==> config.mk <==
export PLATFORM = sky130hd
export DESIGN_NAME = sm_serial_subtractor
export DESIGN_NICKNAME = d
export VERILOG_FILES = /design/src/rtl/sm_serial_subtractor.sv
export SDC_FILE = /design/constraint.sdc
export NUM_CORES = 1
export LEC_CHECK = 0
export BUFFER_PORTS_ARGS = -buffer_cell sky130_fd_sc_hd__buf_4
export CAP_MARGIN = 30
export CORE_MARGIN = 1
export CORE_UTILIZATION = 55
export CTS_CLUSTER_DIAMETER = 60
export DETAILED_ROUTE_END_ITERATION = 6
export GPL_TIMING_DRIVEN = 0
export PLACE_DENSITY = 0.75
export SLEW_MARGIN = 30
export SYNTH_ARGS = -nofsm -noshare
export SYNTH_HDL_FRONTEND = slang
export SYNTH_SLANG_ARGS = --single-unit
==> constraint.sdc <==
create_clock -name clk -period 3.8 [get_ports clk]
set_clock_uncertainty 0.15 [all_clocks]
set_input_delay 0 -clock clk [delete_from_list [all_inputs] [get_ports clk]]
set_output_delay 0 -clock clk [all_outputs]
set_load 0.02 [all_outputs]
==> src/rtl/sm_serial_subtractor.sv <==
// Sign-magnitude subtractor: diff = a - b, computed one magnitude bit per clock
// through a 1-bit full adder / full subtractor after a one-cycle compare stage.
module sm_serial_subtractor (
  input  logic       clk,
  input  logic       rst_n,
  input  logic       start,
  input  logic [6:0] a,
  input  logic [6:0] b,
  output logic       busy,
  output logic       done,
  output logic [7:0] diff
);

  typedef enum logic [1:0] {
    IDLE = 2'd0,
    CMP  = 2'd1,
    SER  = 2'd2,
    DONE = 2'd3
  } state_t;

  localparam logic [2:0] LAST_BIT = 3'd5;

  state_t     state;
  state_t     state_nxt;

  // Operands captured on the start edge; later changes on a/b are invisible.
  logic [6:0] a_q;
  logic [6:0] b_q;

  // Serial datapath: mag_x is always the minuend (larger magnitude under SUB).
  logic [5:0] mag_x;
  logic [5:0] mag_y;
  logic [5:0] res;
  logic       is_add;
  logic       res_sign;
  logic       cy;
  logic [2:0] cnt;
  logic [7:0] diff_q;

  // Compare-stage decode
  logic       sb;
  logic       cmp_add;
  logic       a_ge;

  // One bit slice of the serial engine
  logic       x_bit;
  logic       y_bit;
  logic       s_bit;
  logic       c_nxt;
  logic [6:0] final_mag;
  logic       final_sign;

  // ---------------------------------------------------------------------------
  // State register
  // ---------------------------------------------------------------------------
  always_ff @(posedge clk or negedge rst_n) begin
    if (!rst_n) begin
      state <= IDLE;
    end else begin
      state <= state_nxt;
    end
  end

  // ---------------------------------------------------------------------------
  // Next-state and status outputs
  // ---------------------------------------------------------------------------
  always_comb begin
    state_nxt = state;
    busy      = 1'b0;
    done      = 1'b0;
    case (state)
      IDLE: begin
        if (start) begin
          state_nxt = CMP;
        end
      end
      CMP: begin
        busy      = 1'b1;
        state_nxt = SER;
      end
      SER: begin
        busy = 1'b1;
        if (cnt == LAST_BIT) begin
          state_nxt = DONE;
        end
      end
      DONE: begin
        done      = 1'b1;
        state_nxt = IDLE;
      end
      default: begin
        state_nxt = IDLE;
      end
    endcase
  end

  // ---------------------------------------------------------------------------
  // Compare-stage decode: subtracting b is adding a value of sign ~b[6]
  // ---------------------------------------------------------------------------
  always_comb begin
    sb      = ~b_q[6];
    cmp_add = (a_q[6] == sb);
    a_ge    = (a_q[5:0] >= b_q[5:0]);
  end

  // ---------------------------------------------------------------------------
  // Serial bit slice. Under SUB the minuend is never smaller than the
  // subtrahend, so the final borrow is always zero and is discarded.
  // ---------------------------------------------------------------------------
  always_comb begin
    x_bit = mag_x[cnt];
    y_bit = mag_y[cnt];
    s_bit = x_bit ^ y_bit ^ cy;
    if (is_add) begin
      c_nxt = (x_bit & y_bit) | (x_bit & cy) | (y_bit & cy);
    end else begin
      c_nxt = (~x_bit & y_bit) | (~(x_bit ^ y_bit) & cy);
    end
    final_mag  = {is_add & c_nxt, s_bit, res[4:0]};
    // A zero magnitude is always reported as +0.
    final_sign = res_sign & (|final_mag);
  end

  // ---------------------------------------------------------------------------
  // Datapath registers
  // ---------------------------------------------------------------------------
  always_ff @(posedge clk or negedge rst_n) begin
    if (!rst_n) begin
      a_q      <= 7'd0;
      b_q      <= 7'd0;
      mag_x    <= 6'd0;
      mag_y    <= 6'd0;
      res      <= 6'd0;
      is_add   <= 1'b0;
      res_sign <= 1'b0;
      cy       <= 1'b0;
      cnt      <= 3'd0;
      diff_q   <= 8'd0;
    end else begin
      case (state)
        IDLE: begin
          if (start) begin
            a_q <= a;
            b_q <= b;
          end
        end
        CMP: begin
          is_add <= cmp_add;
          cnt    <= 3'd0;
          cy     <= 1'b0;
          res    <= 6'd0;
          if (cmp_add || a_ge) begin
            mag_x <= a_q[5:0];
            mag_y <= b_q[5:0];
          end else begin
            mag_x <= b_q[5:0];
            mag_y <= a_q[5:0];
          end
          if (cmp_add || a_ge) begin
            res_sign <= a_q[6];
          end else begin
            res_sign <= sb;
          end
        end
        SER: begin
          res[cnt] <= s_bit;
          cy       <= c_nxt;
          if (cnt == LAST_BIT) begin
            diff_q <= {final_sign, final_mag};
          end else begin
            cnt <= cnt + 3'd1;
          end
        end
        default: begin
        end
      endcase
    end
  end

  assign diff = diff_q;

  // ---------------------------------------------------------------------------
  // Embedded protocol properties
  // ---------------------------------------------------------------------------
  a_done_not_busy: assert property (@(posedge clk) disable iff (!rst_n) done |-> !busy);
  a_done_single:   assert property (@(posedge clk) disable iff (!rst_n) done |=> !done);

endmodule

==> qor.yml <==
run_status: "finished clean"
critical_path.cell_chain: "buf_2 > mux2i_1 > o21ai_0 > o21a_1 > fa_1 > nor2_1 > and3_1 > o31ai_1"
hold_viol: 0
wl_per_cell_um: 16.5
cp_slowest_stage_delay_ns: 0.67
yosysTopAreaCell: "dfrtp_1"
ios: 27
post-place-ws_ns: 1.16
cp_slowest_cell: "fa_1"
netlist.area_leader.share: 0.448
worstReg2RegEnd: "diff[7]"
initial_core_util: 0.587
drv_slew: 0
timing.rr.start: "cnt[2]"
drt_iter0_drc: 122
grt_pass1_wl_mm: 9.51
cts_buffers: 5
setup_ws_ns: 1.14
die-height_um: 71.1
layout-drive-gt1-share: 0.284
postCtsHoldBufs: 16
finalSetupViolations: 0
muxShareOfSynthArea: 0.127
synth.area.top_cells: "dfrtp_1, mux2_2, ha_1"
fillers: 326
rsz0062_at_grt: "no"
hp-class: "in2async"
cp_max_fo: 10
rows: 24
synth_edf_count: 0
area_delta_synth_final_pct: 19.3
gp_congestion: 0.803
clk_latency_ns: 0.29
power_mw: 2.77
dp_cells: 314
rr_worst_depth: 8
yosys.area_share.xor_xnor: 0.00333
postSynthNetCount: 268
ant_nets: 0
synth_top_family_by_area: "compound AO/OA/AOI/OAI gates"
numClockSinks: 47
coreArea_um2: 4470
fin_crit_sh: 0.701
min_period_ns: 2.66
synth-simple-area-share: 0.0819
diodes: 0
max_cap_viol_count: 0
wirelength_mm: 5.56
layout.cells.non_filler: 337
clock_path_buffers: 2
ys_top_cells_by_count: "dfrtp_1, nand2_1, mux2_2"
yosysMostFrequentCell: "dfrtp_1"
p_leak_nw: 1.43
global_route.overflow_total: 0
ys_types: 38
ys_warn_count: 0
firstDrtPassIters: 4
worstPathRequired_ns: 3.85
synth_compound_area_frac: 0.198
dr_total_vias: 1980
syn_avg_cell_area_um2: 11.1
seq_area_um2: 1180
antenna_found_initial: 0
dieArea_um2: 5060
die_w_um: 71.1
cp-start-kind: "flop"
worstSetupEndpointType: "flop"
cts_root_buffer: "clkbuf_8"
setup_tns_ns: 0
cts_max_level: 2
multi_input_area_um2: 1280
grt_max_degree: 48
cts_tree: "built"
synthCells: 236
cts_setup_buffers: 0
synthArstFlopShare: 1.00
synthFlopType: "dfrtp_1"
power_density_nw_per_um2: 885
path_clk_slew_ns: 0.08
slew_headroom: 0.603
grt_pass1_vias: 2027
cp_data_arrival_time_ns: 2.72
path_class: "reg2reg"
post-dp-hpwl_mm: 3.82
rrSetupSlack_ns: 1.14
synth_fa_ha_area_frac: 0.0771
yosysSeqAreaShare: 0.448
layout.nets: 317
ys_seq_elements: 47
cts_resized: 0
drc: 0
grt_usage: 0.246
viasPerCell: 5.88
max-vdd-ir-drop_mv: 0.536
worstMarginPinSlew_ns: 0.596
portBuffers: 26
syn_area_um2: 2630
max_freq_mhz: 376
power by group:
group / internal, mW / switching, mW
clock: 0.143 / 0.161
combinational: 0.707 / 0.889
sequential: 0.694 / 0.179
through the flow:
step	instance area [um^2]	hold slack, ns	utilization
after floorplan	2630	-0.446	-
after global placement	2890	-0.107	0.645
after detailed placement	2890	-0.103	0.645
after CTS	3140	0.120	0.701
after global routing	3140	0.154	0.701
final	3140	0.104	0.701
routing by layer:
metal	up-vias	wire, um	part of all wire	GRT usage
met4	0	61	0.011	0.0889
met2	59	2770	0.50	0.419
met5	-	0	0	0
met1	967	2470	0.44	0.313
li1	948	-	-	-
met3	6	263	0.047	0.0513
kinds of logic after synthesis:
kind of cell | Yosys count
XOR/XNOR | 1
multiplexers | 30
AO/OA/AOI/OAI | 56
AND/OR/NAND/NOR | 50
adder cells (fa/ha/maj) | 15
buffers and inverters | 37
flip-flops | 47
worst max path at each step:
stage	from	end	slack (ns)
global route	cnt[2]	diff[7]	0.94
floorplan	cnt[2]	res[4]	1.47
finish	cnt[2]	diff[7]	1.14
detailed placement	cnt[2]	res[4]	1.16
CTS	cnt[2]	diff[7]	1.14
global placement	cnt[2]	res[4]	1.17
worst max-delay path, delay by kind of cell (launching register included):
| kind | cells | cell delay [ns] |
|---|---|---|
| fa+ha+maj | 1 | 0.67 |
| compound gates | 3 | 0.54 |
| flops | 1 | 0.45 |
| buf+inv | 1 | 0.26 |
| simple gates | 2 | 0.26 |
| mux | 1 | 0.22 |
layout by cell type (no fill, tap or decap), types with 2 or more instances in the layout:
cell type      count
a22o_1             5
nor2b_1            3
buf_2              7
o2111ai_1         13
o221ai_1           3
buf_4             26
nand3_1            3
a21o_1             2
fa_1               2
nor3_1             2
o221ai_2          10
mux2i_1            4
dlygate4sd3_1     16
nand2_1           31
o21ai_0            7
inv_1             23
clkbuf_8           6
clkbuf_1           5
ha_1              13
o22ai_1            2
mux2_2            26
dfrtp_1           47
nor2_1             6
a21oi_1            5
sequential cells by signal (all words and copies together) (netlist names), 2 cells and up:
register	flops
diff	8
a_q	7
b_q	7
mag_x	6
mag_y	6
res	5
cnt	3
state	2
area by class of cell:
type	count	area share
clock inverter	1	0.00160
timing repair buffer	42	0.113
buffer	14	0.0271
sequential	47	0.375
clock buffer	6	0.0263
tap	52	0.0208
inverter	23	0.0275
multi-input combinational	152	0.408
(Power assumes the default switching activity.)
